`config.mk`:
```
export PLATFORM = sky130hd
export DESIGN_NAME = fetch_controller_flat
export DESIGN_NICKNAME = d
export VERILOG_FILES = /design/src/rtl/fetch_controller_if.sv /design/src/rtl/fetch_controller.sv /design/src/flat_wrapper.sv
export SDC_FILE = /design/constraint.sdc
export NUM_CORES = 1
export LEC_CHECK = 0
export ABC_AREA = 1
export BUFFER_PORTS_ARGS = -buffer_cell sky130_fd_sc_hd__buf_2
export CAP_MARGIN = 15
export CORE_MARGIN = 2
export CORE_UTILIZATION = 45
export DETAILED_ROUTE_END_ITERATION = 10
export PLACE_DENSITY = 0.76
export RECOVER_POWER = 25
export SYNTH_ARGS = -nofsm -noshare
export SYNTH_HDL_FRONTEND = slang
export SYNTH_SLANG_ARGS = --single-unit
```
`constraint.sdc`:
```
create_clock -name clk -period 1.4 [get_ports clk]
set_input_delay 0.28 -clock clk [delete_from_list [all_inputs] [get_ports clk]]
set_output_delay 0.28 -clock clk [all_outputs]
set_load 0.005 [all_outputs]
```
`src/rtl/fetch_controller_if.sv`:
```
// Fetch-side bus: hazard/branch inputs, instruction-memory handshake and decode-facing buffer.
// master = fetch_controller, slave = the surrounding memory/decode environment.
interface fetch_controller_if;
    logic        stall;
    logic        redirect;
    logic [31:0] redirect_pc;
    logic        imem_req;
    logic [31:0] imem_addr;
    logic        imem_ack;
    logic [31:0] imem_rdata;
    logic        if_valid;
    logic [31:0] if_pc;
    logic [31:0] if_instruction;
    logic        halted;

    modport master (
        input  stall, redirect, redirect_pc, imem_ack, imem_rdata,
        output imem_req, imem_addr, if_valid, if_pc, if_instruction, halted
    );

    modport slave (
        output stall, redirect, redirect_pc, imem_ack, imem_rdata,
        input  imem_req, imem_addr, if_valid, if_pc, if_instruction, halted
    );
endinterface

```
`src/rtl/fetch_controller.sv`:
```
// Instruction fetch sequencer: PC owner, single outstanding imem request, one-entry decode buffer.
// Optional FETCH_PERF_CNT_EN adds fetch_count / stall_cycles performance counters.
module fetch_controller #(
    parameter logic [31:0] RESET_PC = 32'h0000_0000
) (
    input  logic                clk,
    input  logic                reset,
    fetch_controller_if.master  bus
`ifdef FETCH_PERF_CNT_EN
    ,
    output logic [31:0]         fetch_count,
    output logic [31:0]         stall_cycles
`endif
);
    typedef enum logic [1:0] {IDLE, REQ, HOLD, HALT} state_t;

    state_t      state, state_nxt;
    logic [31:0] pc_nxt, ifpc_nxt, ins_nxt, redir_tgt;
    logic        ifv_nxt, halt_nxt;

    // imem_addr doubles as the program counter register.
    assign redir_tgt = bus.redirect_pc & ~32'h3;

    always_ff @(posedge clk) begin
        if (reset) begin
            state              <= IDLE;
            bus.imem_req       <= 1'b0;
            bus.imem_addr      <= RESET_PC;
            bus.if_valid       <= 1'b0;
            bus.if_pc          <= '0;
            bus.if_instruction <= '0;
            bus.halted         <= 1'b0;
        end else begin
            state              <= state_nxt;
            bus.imem_req       <= (state_nxt == REQ);
            bus.imem_addr      <= pc_nxt;
            bus.if_valid       <= ifv_nxt;
            bus.if_pc          <= ifpc_nxt;
            bus.if_instruction <= ins_nxt;
            bus.halted         <= halt_nxt;
        end
    end

    always_comb begin
        state_nxt = state;
        case (state)
            IDLE: state_nxt = REQ;
            REQ: begin
                if (bus.redirect)      state_nxt = REQ;
                else if (bus.imem_ack) state_nxt = (bus.imem_rdata == '0) ? HALT : HOLD;
            end
            HOLD: if (bus.redirect || !bus.stall) state_nxt = REQ;
            HALT: state_nxt = HALT;
            default: state_nxt = IDLE;
        endcase
    end

    // Redirect outranks ack/consume; a same-cycle ack is discarded, even a zero word.
    always_comb begin
        pc_nxt   = bus.imem_addr;
        ifv_nxt  = bus.if_valid;
        ifpc_nxt = bus.if_pc;
        ins_nxt  = bus.if_instruction;
        halt_nxt = bus.halted;
        if (state != HALT && bus.redirect) begin
            pc_nxt  = redir_tgt;
            ifv_nxt = 1'b0;
        end else begin
            case (state)
                REQ: begin
                    if (bus.imem_ack) begin
                        if (bus.imem_rdata == '0) begin
                            halt_nxt = 1'b1;
                        end else begin
                            ins_nxt  = bus.imem_rdata;
                            ifpc_nxt = bus.imem_addr;
                            ifv_nxt  = 1'b1;
                            pc_nxt   = bus.imem_addr + 32'd4;
                        end
                    end
                end
                HOLD: if (!bus.stall) ifv_nxt = 1'b0;
                default: ;
            endcase
        end
    end

`ifdef FETCH_PERF_CNT_EN
    always_ff @(posedge clk) begin
        if (reset) begin
            fetch_count  <= '0;
            stall_cycles <= '0;
        end else begin
            if (state_nxt == HOLD && state != HOLD) fetch_count <= fetch_count + 32'd1;
            if (state == HOLD && bus.stall)         stall_cycles <= stall_cycles + 32'd1;
        end
    end
`endif
endmodule

```
`src/flat_wrapper.sv`:
```
// flat-port wrapper written by rule: the top's interface ports become plain ports
module fetch_controller_flat 
#(
    parameter logic [31:0] RESET_PC = 32'h0000_0000
)
  (clk, reset, bus_stall, bus_redirect, bus_redirect_pc, bus_imem_ack, bus_imem_rdata, bus_imem_req, bus_imem_addr, bus_if_valid, bus_if_pc, bus_if_instruction, bus_halted);
  fetch_controller_if bus_i ();
  input  logic clk;
  input  logic reset;
  input wire logic [$bits(bus_i.stall)-1:0] bus_stall;
  input wire logic [$bits(bus_i.redirect)-1:0] bus_redirect;
  input wire logic [$bits(bus_i.redirect_pc)-1:0] bus_redirect_pc;
  input wire logic [$bits(bus_i.imem_ack)-1:0] bus_imem_ack;
  input wire logic [$bits(bus_i.imem_rdata)-1:0] bus_imem_rdata;
  output wire logic [$bits(bus_i.imem_req)-1:0] bus_imem_req;
  output wire logic [$bits(bus_i.imem_addr)-1:0] bus_imem_addr;
  output wire logic [$bits(bus_i.if_valid)-1:0] bus_if_valid;
  output wire logic [$bits(bus_i.if_pc)-1:0] bus_if_pc;
  output wire logic [$bits(bus_i.if_instruction)-1:0] bus_if_instruction;
  output wire logic [$bits(bus_i.halted)-1:0] bus_halted;
  assign bus_i.stall = bus_stall;
  assign bus_i.redirect = bus_redirect;
  assign bus_i.redirect_pc = bus_redirect_pc;
  assign bus_i.imem_ack = bus_imem_ack;
  assign bus_i.imem_rdata = bus_imem_rdata;
  assign bus_imem_req = bus_i.imem_req;
  assign bus_imem_addr = bus_i.imem_addr;
  assign bus_if_valid = bus_i.if_valid;
  assign bus_if_pc = bus_i.if_pc;
  assign bus_if_instruction = bus_i.if_instruction;
  assign bus_halted = bus_i.halted;
  fetch_controller #(.RESET_PC(RESET_PC)) u_core (.clk(clk), .reset(reset), .bus(bus_i));
endmodule
```
==> impl_metrics.toml <==
[job]
maxCapViolCount = 0

[setup_path]
critPathLaunch = "u_core.bus.imem_addr[3]"
rr_startpoint = "u_core.bus.imem_addr[3]"
reg2reg_setup_slack_ns = -0.34
worstPathMaxFanout = 3
critical_path.max_stage_delay_ns = 0.39
cp.required_ns = 1.66
reg2reg_depth = 10
cp.depth = 10
start_kind = "flop"
critical-path-top-delay-family = "simple AND/OR/NAND/NOR gates"
r2r-end = "u_core.bus.imem_addr[24]"
path_cells = "ha_4 > nand2_4 > nor2_4 > nand3b_1 > nor2_2 > nand2_1 > nand2_1 > nand3_1 > nand2_1 > a21oi_2"
worstSetupEndpoint = "u_core.bus.imem_addr[24]"
crit_path_frequent_cell = "nand2_1"
slowest_stage = "dfxtp_4"
path_buf_inv = 0
end_kind = "flop"
critical_path_class = "flop to flop"
crit_arrival_ns = 2.00

[grt]
grt_pass1_wl_um = 27670
track_usage = 0.3141
grt_pass1_vias = 5532
grt_max_degree = 34
antenna_found_initial = 0
grt_overflow_total = 0

[placement]
dp.cells = 1054
dp.final_hpwl_um = 11040
io_buffers = 161
gp_congestion = 0.9488
place_ws_ns = -0.6111
place_area_um2 = 6259

[detailed_routing]
viasPerCell = 5.766
wl_per_cell_um = 20.21
wirelength_um = 23140
drc = 0
vias = 6602
drtIter0Drc = 808
firstDrtPassIters = 6
antenna_left = 0

[layout]
layout_commonest_cell = "buf_2"
layout-drive-gt1-share = 0.5659
area_delta_synth_final_pct = 78.49
instances_no_fill = 1145
utilization = 0.8242
final_cell_mix = "buf_2 (139), nor2_1 (130), nand2_1 (111)"
design_area_um2 = 8471
diodes = 0
fin_nets = 1074

[yosys]
avgSynthCellArea_um2 = 6.751
syn_area_um2 = 4746
yosys_warnings = 0
synthCells = 703
yosysTopAreaCell = "dfxtp_1"
synth_edf_count = 0
yosysTopAreaCellShare = 0.4092
synth_seq_cells = 97
synthArstFlopShare = 0
synth_cell_types = 35
synth_flop_cell = "dfxtp_1"
synth_area_leaders = "dfxtp_1 (41%), nor2_1 (15%), nand2_1 (11%)"
ys_seq_area_frac = 0.4092

[die]
dieWidth_um = 106.7
die_area_um2 = 11380
rows = 37
core_area_um2 = 10280
die_h_um = 106.7
ios = 168
initial_core_util = 0.4618

[timing]
clock.fmax_mhz = 574.9
fin_crit_sh = 1.242
drv_slew = 0
rsz0062_at_grt = "true"
setup_viol = 93
fin_ws_ns = -0.3393
min_period_ns = 1.739
fin_skew_ns = 0.01812
hold_violations = 0

[clock_network]
clock-sinks = 97
clockBufferDepth = 2
cts_hold_buf = 0
cts_tree = "yes"
cts_buffers = 9
h-tree-depth = 3
clk_pin_slew_ns = 0.11
clk_latency_ns = 0.38
root_buffer = "clkbuf_8"

[min_path]
hold_path.class = "input pin to flop"

[pwr]
ir_drop_mv = 0.5912
p_leak_nw = 3.840
p_total_mw = 7.005
p_per_area_nw_per_um2 = 826.9

[status]
status = "complete, but fails checks"
violations = "setup timing"
==> worst min path at each step <==
| stage | depth (start not counted) | slack [ns] | endpoint | startpoint |
|---|---|---|---|---|
| after global routing | 3 | 0.16 | u_core.bus.if_instruction[13] | bus_imem_rdata[13] |
| after global placement | 2 | 0.46 | u_core.bus.if_pc[11] | u_core.bus.if_pc[11] |
| after CTS | 3 | 0.16 | u_core.bus.if_instruction[15] | bus_imem_rdata[15] |
| after detailed placement | 2 | 0.46 | u_core.bus.if_pc[8] | u_core.bus.if_pc[8] |
| after floorplan | 1 | 0.36 | u_core.bus.imem_req | reset |
| final | 3 | 0.15 | u_core.bus.if_instruction[14] | bus_imem_rdata[14] |
==> what timing repair did <==
| action | CTS | global route |
|---|---|---|
| resized for setup | 120 | 285 |
| setup buffers | 36 | 21 |
| pin swaps | 29 | 65 |
| setup endpoints to repair | 94 | 95 |
| gates cloned | 12 | 10 |
==> worst reg2reg max path: cells and delay by family (launching register included) <==
kind,cells,cell delay [ns]
flops,1,0.39
fa+ha+maj,1,0.17
simple gates,8,1.02
compound gates,1,0.06
==> area by class of cell <==
| class | count | area, µm² |
|---|---|---|
| clock buffer | 12 | 145.1 |
| clock inverter | 4 | 51.30 |
| fill | 589 | 1807 |
| inverter | 32 | 158.9 |
| multi-input combinational | 549 | 3448 |
| sequential | 97 | 1989 |
| tap | 136 | 170.2 |
| timing repair buffer | 313 | 2490 |
| timing repair inverter | 2 | 17.52 |
==> per-stage QoR <==
step | hold slack (ns) | TNS (ns)
after global routing | 0.1558 | -13.99
after global placement | 0.4568 | -35.88
after detailed placement | 0.4644 | -38.97
after floorplan | 0.3578 | -0.001413
final | 0.1458 | -9.677
after CTS | 0.1555 | -0.7615
==> power breakdown <==
part	switching [mW]	internal, mW	total [mW]	leakage, nW
registers	0.165	2.94	3.11	0.805
clock network	1.07	0.883	1.95	0.0970
logic	1.04	0.910	1.95	2.94
total	2.27	4.74	7.00	3.84
==> synth_stat cells (all sizes together), types with 3 or more instances <==
cell    number
or2          6
buf         25
dfxtp       97
nor2       201
nand3       36
o21ai       89
xor2         5
o21bai       4
a21oi       29
nand3b       6
nand4        3
clkbuf      12
nor3         8
nand2      143
inv         32
==> registers in the layout, summed over array words and instances, names as in the netlist <==
signal / flops
u_core.bus.if_pc: 30
u_core.state: 2
u_core.bus.imem_req: 1
u_core.bus.if_instruction: 32
u_core.bus.imem_addr: 30
u_core.bus.halted: 1
u_core.bus.if_valid: 1
==> layer usage <==
metal,GRT usage,wire length [µm],part of all wire
met3,0.04863,2493,0.11
met1,0.3852,8462,0.37
met5,0,0,0
met4,0.1744,1538,0.066
met2,0.5259,10650,0.46
==> logic make-up after synthesis <==
group / count (synthesis) / synth area share
compound gates: 126 / 0.1400
xor+xnor: 5 / 0.009227
fa+ha+maj: 1 / 0.002636
buf+inv: 69 / 0.07171
flops: 97 / 0.4092
other cells: 1 / 0.0007902
simple gates: 404 / 0.3665
Note: power is estimated with default switching activity, not from simulation.
